`config.mk`:
```
export PLATFORM = sky130hd
export DESIGN_NAME = imem_loader
export DESIGN_NICKNAME = d
export VERILOG_FILES = /design/src/rtl/imem_loader_pkg.sv /design/src/rtl/imem_word_packer.sv /design/src/rtl/imem_loader.sv
export SDC_FILE = /design/constraint.sdc
export NUM_CORES = 1
export LEC_CHECK = 0
export ABC_CLOCK_PERIOD_IN_PS = 9800
export BUFFER_PORTS_ARGS = -buffer_cell sky130_fd_sc_hd__buf_2
export CAP_MARGIN = 20
export CELL_PAD_IN_SITES_DETAIL_PLACEMENT = 1
export CELL_PAD_IN_SITES_GLOBAL_PLACEMENT = 1
export CORE_MARGIN = 2
export CORE_UTILIZATION = 47
export CTS_CLUSTER_DIAMETER = 120
export CTS_CLUSTER_SIZE = 10
export DETAILED_ROUTE_END_ITERATION = 12
export GPL_TIMING_DRIVEN = 1
export PLACE_DENSITY = 0.95
export SLEW_MARGIN = 30
export SYNTH_ARGS = -nofsm -noshare
export SYNTH_HDL_FRONTEND = slang
export SYNTH_SLANG_ARGS = --single-unit
```
`constraint.sdc`:
```
create_clock -name i_clk -period 9.8 [get_ports i_clk]
set_input_delay 2.45 -clock i_clk [delete_from_list [all_inputs] [get_ports i_clk]]
set_output_delay 2.45 -clock i_clk [all_outputs]
set_load 0.01 [all_outputs]
```
`src/rtl/imem_loader_pkg.sv`:
```
// Shared types and constants for the instruction memory loader.
// State codes are fixed so software and debug tooling can decode them.
package imem_loader_pkg;

  localparam int ISIZE = 32;

  typedef enum logic [2:0] {
    LOADER_IDLE = 3'd0,
    LOADER_LEN  = 3'd1,
    LOADER_DATA = 3'd2,
    LOADER_CSUM = 3'd3,
    LOADER_DONE = 3'd4,
    LOADER_ERR  = 3'd5
  } loader_state_e;

endpackage

```
`src/rtl/imem_word_packer.sv`:
```
// Assembles four accepted bytes, little-endian, into one word.
// word_valid is combinational on the 4th byte so the FSM can act in the same cycle.
module imem_word_packer
  import imem_loader_pkg::*;
#(
  parameter int W = ISIZE
) (
  input  logic         i_clk,
  input  logic         i_rst,
  input  logic         i_clear,
  input  logic         i_byte_valid,
  input  logic [7:0]   i_byte,
  output logic         o_word_valid,
  output logic [W-1:0] o_word
);

  logic [1:0]   r_cnt;
  logic [W-1:0] r_shift;
  logic [W-1:0] w_next;

  // New bytes enter at the top so the first byte ends up in bits [7:0].
  assign w_next = {i_byte, r_shift[W-1:8]};

  always_ff @(posedge i_clk) begin
    if (i_rst || i_clear) begin
      r_cnt   <= 2'd0;
      r_shift <= '0;
    end else if (i_byte_valid) begin
      r_cnt   <= r_cnt + 2'd1;
      r_shift <= w_next;
    end
  end

  assign o_word_valid = i_byte_valid && !i_clear && (r_cnt == 2'd3);
  assign o_word       = w_next;

endmodule

```
`src/rtl/imem_loader.sv`:
```
// Streams a length/payload/checksum byte sequence into instruction memory
// and keeps the core in reset until a load completes with a good checksum.
module imem_loader
  import imem_loader_pkg::*;
#(
  parameter int               ISIZE     = imem_loader_pkg::ISIZE,
  parameter int               DEPTH     = 256,
  parameter logic [ISIZE-1:0] BASE_ADDR = '0
) (
  input  logic             i_clk,
  input  logic             i_rst,
  input  logic             i_start,
  input  logic [7:0]       i_in_data,
  input  logic             i_in_valid,
  output logic             o_in_ready,
  output logic             o_imem_wen,
  output logic [ISIZE-1:0] o_imem_waddr,
  output logic [ISIZE-1:0] o_imem_wdata,
  output logic             o_hold_core,
  output logic             o_done,
  output logic             o_err
);

  loader_state_e    r_state, w_next_state;
  logic [ISIZE-1:0] r_len;
  logic [ISIZE-1:0] r_idx;
  logic [7:0]       r_csum;
  logic             r_wen;
  logic [ISIZE-1:0] r_waddr;
  logic [ISIZE-1:0] r_wdata;

  logic             w_accept;
  logic             w_pack_valid;
  logic             w_clear;
  logic             w_word_valid;
  logic [ISIZE-1:0] w_word;

  assign w_accept     = i_in_valid && o_in_ready;
  assign w_pack_valid = w_accept && (r_state == LOADER_LEN || r_state == LOADER_DATA);

  imem_word_packer #(.W(ISIZE)) u_packer (
    .i_clk        (i_clk),
    .i_rst        (i_rst),
    .i_clear      (w_clear),
    .i_byte_valid (w_pack_valid),
    .i_byte       (i_in_data),
    .o_word_valid (w_word_valid),
    .o_word       (w_word)
  );

  always_ff @(posedge i_clk) begin
    if (i_rst) r_state <= LOADER_IDLE;
    else       r_state <= w_next_state;
  end

  always_comb begin
    w_next_state = r_state;
    w_clear      = 1'b0;
    o_in_ready   = 1'b0;
    case (r_state)
      LOADER_IDLE, LOADER_DONE, LOADER_ERR: begin
        if (i_start) begin
          w_next_state = LOADER_LEN;
          w_clear      = 1'b1;
        end
      end
      LOADER_LEN: begin
        o_in_ready = 1'b1;
        if (w_word_valid) begin
          if (w_word == '0 || w_word > ISIZE'(DEPTH)) w_next_state = LOADER_ERR;
          else                                        w_next_state = LOADER_DATA;
        end
      end
      LOADER_DATA: begin
        o_in_ready = 1'b1;
        if (w_word_valid && (r_idx == r_len - 1'b1)) w_next_state = LOADER_CSUM;
      end
      LOADER_CSUM: begin
        o_in_ready = 1'b1;
        if (w_accept) w_next_state = (i_in_data == r_csum) ? LOADER_DONE : LOADER_ERR;
      end
      default: w_next_state = LOADER_IDLE;
    endcase
  end

  // Write port registers: the strobe lands one cycle after the 4th byte.
  always_ff @(posedge i_clk) begin
    if (i_rst) begin
      r_len   <= '0;
      r_idx   <= '0;
      r_csum  <= 8'd0;
      r_wen   <= 1'b0;
      r_waddr <= '0;
      r_wdata <= '0;
    end else begin
      r_wen <= 1'b0;
      if (w_clear) begin
        r_len  <= '0;
        r_idx  <= '0;
        r_csum <= 8'd0;
      end
      if (r_state == LOADER_LEN && w_word_valid) begin
        r_len <= w_word;
        r_idx <= '0;
      end
      if (r_state == LOADER_DATA && w_accept) r_csum <= r_csum ^ i_in_data;
      if (r_state == LOADER_DATA && w_word_valid) begin
        r_wen   <= 1'b1;
        r_waddr <= BASE_ADDR + r_idx;
        r_wdata <= w_word;
        r_idx   <= r_idx + 1'b1;
      end
    end
  end

  assign o_imem_wen   = r_wen;
  assign o_imem_waddr = r_waddr;
  assign o_imem_wdata = r_wdata;
  assign o_hold_core  = (r_state != LOADER_DONE);
  assign o_done       = (r_state == LOADER_DONE);
  assign o_err        = (r_state == LOADER_ERR);

endmodule

```
# Word-level counts from Yosys, hierarchy flattened
# Cells that the tools add are included.
# totals
output_inout_bits	69
romBits	0
ram_bits	0
ff_bits	174
wordCells	64
latch_bits	0
memories	0
input_bits	12
# op_classes
bitwise_logic	1
mux	17
n_div	0
multipliers	0
n_shift	0
n_reduce_logical	20
magnitude_cmp	1
add_sub_neg	3
n_eq_ne	13
# op_table
op	count
$mux 32	4
$add 32x1->32 const B	1
$eq 32x32->1	1
$gt 32x9->1 const B	1
$logic_not 32->1	1
$sub 32x1->32 const B	1
$mux 8	2
$mux 3	5
$pmux 3 s4	1
$eq 8x8->1	1
$logic_and 1x1->1	8
$xor 8x8->8	1
$eq 3x2->1 const B	2
$eq 3x3->1 const B	2
$ne 2x2->1 const B	3
$reduce_or 3->1	2
$mux 1	5
$reduce_and 4->1	1
$reduce_bool 2->1	2
$eq 3x1->1 const B	1
$logic_not 3->1	1
$logic_or 1x1->1	3
$ne 3x3->1 const B	1
$reduce_bool 3->1	1
4 further kinds	4

# Longest topological paths before layout
# logic_depth
depth_word	10
mapped_depth	11
ltp_nobuf	10

# By module
# From an unflattened synthesis, not the netlist that was laid out.
# hier_totals
cells_unflattened	1030
area_unflattened_um2	8107.8
# by_module_without_submodules
mod	seq_area_each_um2	cells_each	instances	area_per_inst_um2
imem_loader	2802.7	935	1	7064.3
imem_word_packer	520.5	95	1	1043.5

# Worst setup path after synthesis
# No wires, ideal clock.
# synth_path
path_kind	input -> register
start	input i_in_valid
end	register r_idx[30]
path_buffers	0
t_arrival_ns	4.373
required_time_ns	9.730
slack_ns	5.356
setup_time_ns	0.070
stages	6
cell_sequence	nor4bb_1 nand4_1 nor4_1 nand2_1 or4_1 a21oi_1
# synth_between
elab_chain_len	7
word_cells_on_any_way	9
cone_classes	mux: 2; reduce/logical: 7
# synth_lines
item	line	text
start: declaration	imem_loader.sv:14	input logic i_in_valid,
$logic_and 1x1->1 *	imem_loader.sv:38	assign w_accept = i_in_valid && o_in_ready;
$logic_and 1x1->1 *	imem_loader.sv:39	assign w_pack_valid = w_accept && (r_state == LOADER_LEN || r_state == LOADER_DATA);
$logic_and 1x1->1 * (2 in a row)	imem_word_packer.sv:34	assign o_word_valid = i_byte_valid && !i_clear && (r_cnt == 2'd3);
$logic_and 1x1->1	imem_loader.sv:102	if (r_state == LOADER_LEN && w_word_valid) begin
$mux 32	imem_loader.sv:102	
$mux 32	imem_loader.sv:107	if (r_state == LOADER_DATA && w_word_valid) begin
end signal: assignment	imem_loader.sv:111	r_idx <= r_idx + 1'b1;
end: declaration	imem_loader.sv:26	logic [ISIZE-1:0] r_idx;
# Mark *: on every way between the ends. The rest lies on a longest branch, timed or not.
# A chain may end at the register's enable or synchronous reset.

# Final worst setup path
# Same ends and word-level chain as after synthesis.

==> impl_metrics.json <==
{
  "status": "finished, final reports clean",
  "drive_gt1_share_pct": 14.35,
  "syn_area_um2": 7711,
  "first_pass_iters": 5,
  "netlist_instances": 984,
  "relSlewSlack_pct": 36.63,
  "p_leak_nw": 3.214,
  "final_antenna_net_count": 0,
  "avgSynthCellArea_um2": 7.837,
  "final_hold_viol_count": 0,
  "crit_type": "primary input to flop",
  "reg2reg_to": "r_state[0]",
  "clockBufferDepth": 2,
  "pin_count": 81,
  "cp_slowest_cell": "or4_1",
  "dpl.hpwl_um": 15570,
  "grt_pass1_vias": 7441,
  "clock-root-buffer": "clkbuf_16",
  "grt_antenna_before_repair": 0,
  "drv_slew": 0,
  "grt_max_degree": 99,
  "die-height_um": 132.1,
  "port_buffers": 80,
  "overflow": 0,
  "synth.distinct_cells": 61,
  "antenna_cells": 0,
  "drt_iter0_markers": 485,
  "grt_pass1_wl_um": 38320,
  "routed_wl_um": 23490,
  "peakVddDrop_mv": 0.1280,
  "numCtsBuffers": 17,
  "async_reset_ff_share_pct": 0,
  "worst_path_largest_cell_delay_ns": 0.56,
  "whs_path_depth": 2,
  "min_period_over_period_pct": 45.70,
  "worst-r2r-cell-count": 10,
  "grt.total_usage_pct": 26.97,
  "skew_ns": 0.008400,
  "wl_per_cell_um": 18.84,
  "worstHoldPathType": "flop to flop",
  "worstPathMaxFanout": 13,
  "htreeDepth": 4,
  "rsz0062_at_grt": "false",
  "yosysTopAreaCellShare_pct": 43.10,
  "ys_seq_area_share_pct": 43.10,
  "num_vias": 7394,
  "initial_utilization_pct": 48.37,
  "placed_area_um2": 8154,
  "synth.most_common_cell": "nand2_1",
  "crit_required_ns": 10.16,
  "worstReg2RegStart": "r_len[0]",
  "rrSetupSlack_ns": 6.08,
  "finalPower_mw": 1.423,
  "die_x_um": 132.1,
  "finalSetupViolCount": 0,
  "yosys_warnings": 0,
  "whs_endpoint": "o_imem_waddr[19]",
  "gp_congestion": 0.8803,
  "max_freq_mhz": 223.3,
  "clock-sinks": 166,
  "synth_nets": 999,
  "yosys.area.top_type": "dfxtp_1",
  "setup_tns_ns": 0,
  "end_kind": "flop",
  "via_per_inst": 5.929,
  "postCtsSetupBuffers": 0,
  "p_per_area_nw_per_um2": 162.6,
  "coreArea_um2": 15940,
  "drc": 0,
  "worstMarginPinSlew_ns": 0.9482,
  "ys_top_cells_by_count": "nand2_1, dfxtp_1, a21oi_1, nor2_1, clkbuf_1",
  "yosys_register_bits": 166,
  "clkLatencyLatePin_ns": 0.44,
  "ys.flop_type": "dfxtp_1",
  "fin_ws_ns": 5.322,
  "cts-resized-gates": 0,
  "rows": 46,
  "area_growth_pct": 13.48,
  "period_minus_slack_ns": 4.478,
  "final_cell_area_um2": 8751,
  "drv_cap": 0,
  "arrival_ns": 4.84,
  "nNetsFinal": 1033,
  "cts_hold_buffers": 0,
  "worstHoldStart": "o_imem_waddr[19]",
  "synth-edff-count": 0,
  "dieArea_um2": 17450,
  "cts_tree": "built",
  "dpl_worst_slack_ns": 4.896,
  "cp-start-kind": "primary input",
  "cts.clk_slew.worst_paths_ns": 0.07,
  "crit_chain": "buf_2 > nor4bb_2 > buf_4 > nand4_1 > nor4_1 > nand2_1 > or4_1 > a21oi_1",
  "synthTopCellsByArea": "dfxtp_1, nand2_1, a21oi_1"
}
[how the worst max path moves through the flow]
stage,from,end,cells past startpoint
final,i_in_valid,r_idx[30],8
after global routing,i_in_valid,r_idx[31],9
after CTS,i_in_valid,r_idx[30],8
after detailed placement,i_in_valid,r_idx[30],8
after global placement,i_in_valid,r_idx[30],8
after floorplan,i_in_valid,r_idx[30],6
[power by group]
group | switching [mW] | internal (mW) | leakage (nW) | total, mW
clock network | 0.300 | 0.382 | 0.288 | 0.682
logic | 0.0457 | 0.0129 | 1.59 | 0.0586
registers | 0.00517 | 0.677 | 1.34 | 0.682
[layout by cell type, fill, tap and decap left out, types with 4 or more instances in the layout]
| cell | Yosys | layout |
|---|---|---|
| and2_1 | 9 | 8 |
| nor3_1 | 12 | 12 |
| nor2_1 | 83 | 83 |
| or3_1 | 8 | 8 |
| nand3b_1 | 11 | 11 |
| buf_2 | 2 | 79 |
| nand3_1 | 35 | 35 |
| a22oi_1 | 33 | 33 |
| nand2_1 | 218 | 217 |
| mux2i_1 | 4 | 4 |
| inv_1 | 10 | 10 |
| inv_6 | 0 | 8 |
| a31oi_1 | 4 | 4 |
| nand4_1 | 10 | 10 |
| buf_4 | 1 | 8 |
| and3_1 | 8 | 8 |
| xor2_1 | 17 | 17 |
| a21oi_1 | 121 | 120 |
| dfxtp_1 | 166 | 166 |
| o211ai_1 | 4 | 4 |
| nor2b_1 | 5 | 5 |
| nor4_1 | 26 | 26 |
| clkbuf_16 | 0 | 17 |
| o21a_1 | 6 | 5 |
| or4_1 | 5 | 5 |
| mux2_2 | 7 | 7 |
| or2_2 | 6 | 6 |
| xnor2_1 | 39 | 39 |
| o21ai_0 | 19 | 19 |
[layer usage]
metal	GRT usage, %	vias up	part of all wire (%)
li1	-	3468	-
met1	34.15	3661	43
met2	45.78	223	49
met3	5.459	42	5.2
met4	9.300	0	2.4
met5	0	-	0
[area by class of cell]
type	count	area (µm²)
inverters	10	37.54
clock buffers	17	425.4
fillers	2011	7192
multi-input cells	735	4061
repair buffers	88	466.7
clock inverters	15	166.4
well taps	216	270.3
flip-flops and latches	166	3323
[metrics by stage]
stage	util, %	hold WS (ns)	std cells
6_report	54.89	0.4505	1247
5_1_grt	54.89	0.4799	1247
3_3_place_gp	51.15	0.4401	1215
4_1_cts	54.86	0.4566	1247
3_5_place_dp	51.15	0.4473	1215
2_1_floorplan	-	0.4400	984
[logic make-up after synthesis]
kind of cell | Yosys count | synth area share (%)
flops | 166 | 43.10
fa+ha+maj | 3 | 0.4868
xor+xnor | 56 | 6.361
mux | 12 | 1.834
buf+inv | 83 | 4.527
compound gates | 208 | 16.11
simple gates | 456 | 27.58
[sequential cells by signal, indices dropped and copies added, names as in the netlist]
register,count
u_packer.r_cnt,2
r_len,32
u_packer.r_shift,24
r_idx,32
o_imem_wdata,32
r_state,3
o_imem_wen,1
r_csum,8
o_imem_waddr,32
[worst max-delay path: cells and delay by family]
kind	cells	cell delay, ns
simple gates	5	1.86
compound gates	1	0.15
buf+inv	2	0.38
(Power assumes the default switching activity.)
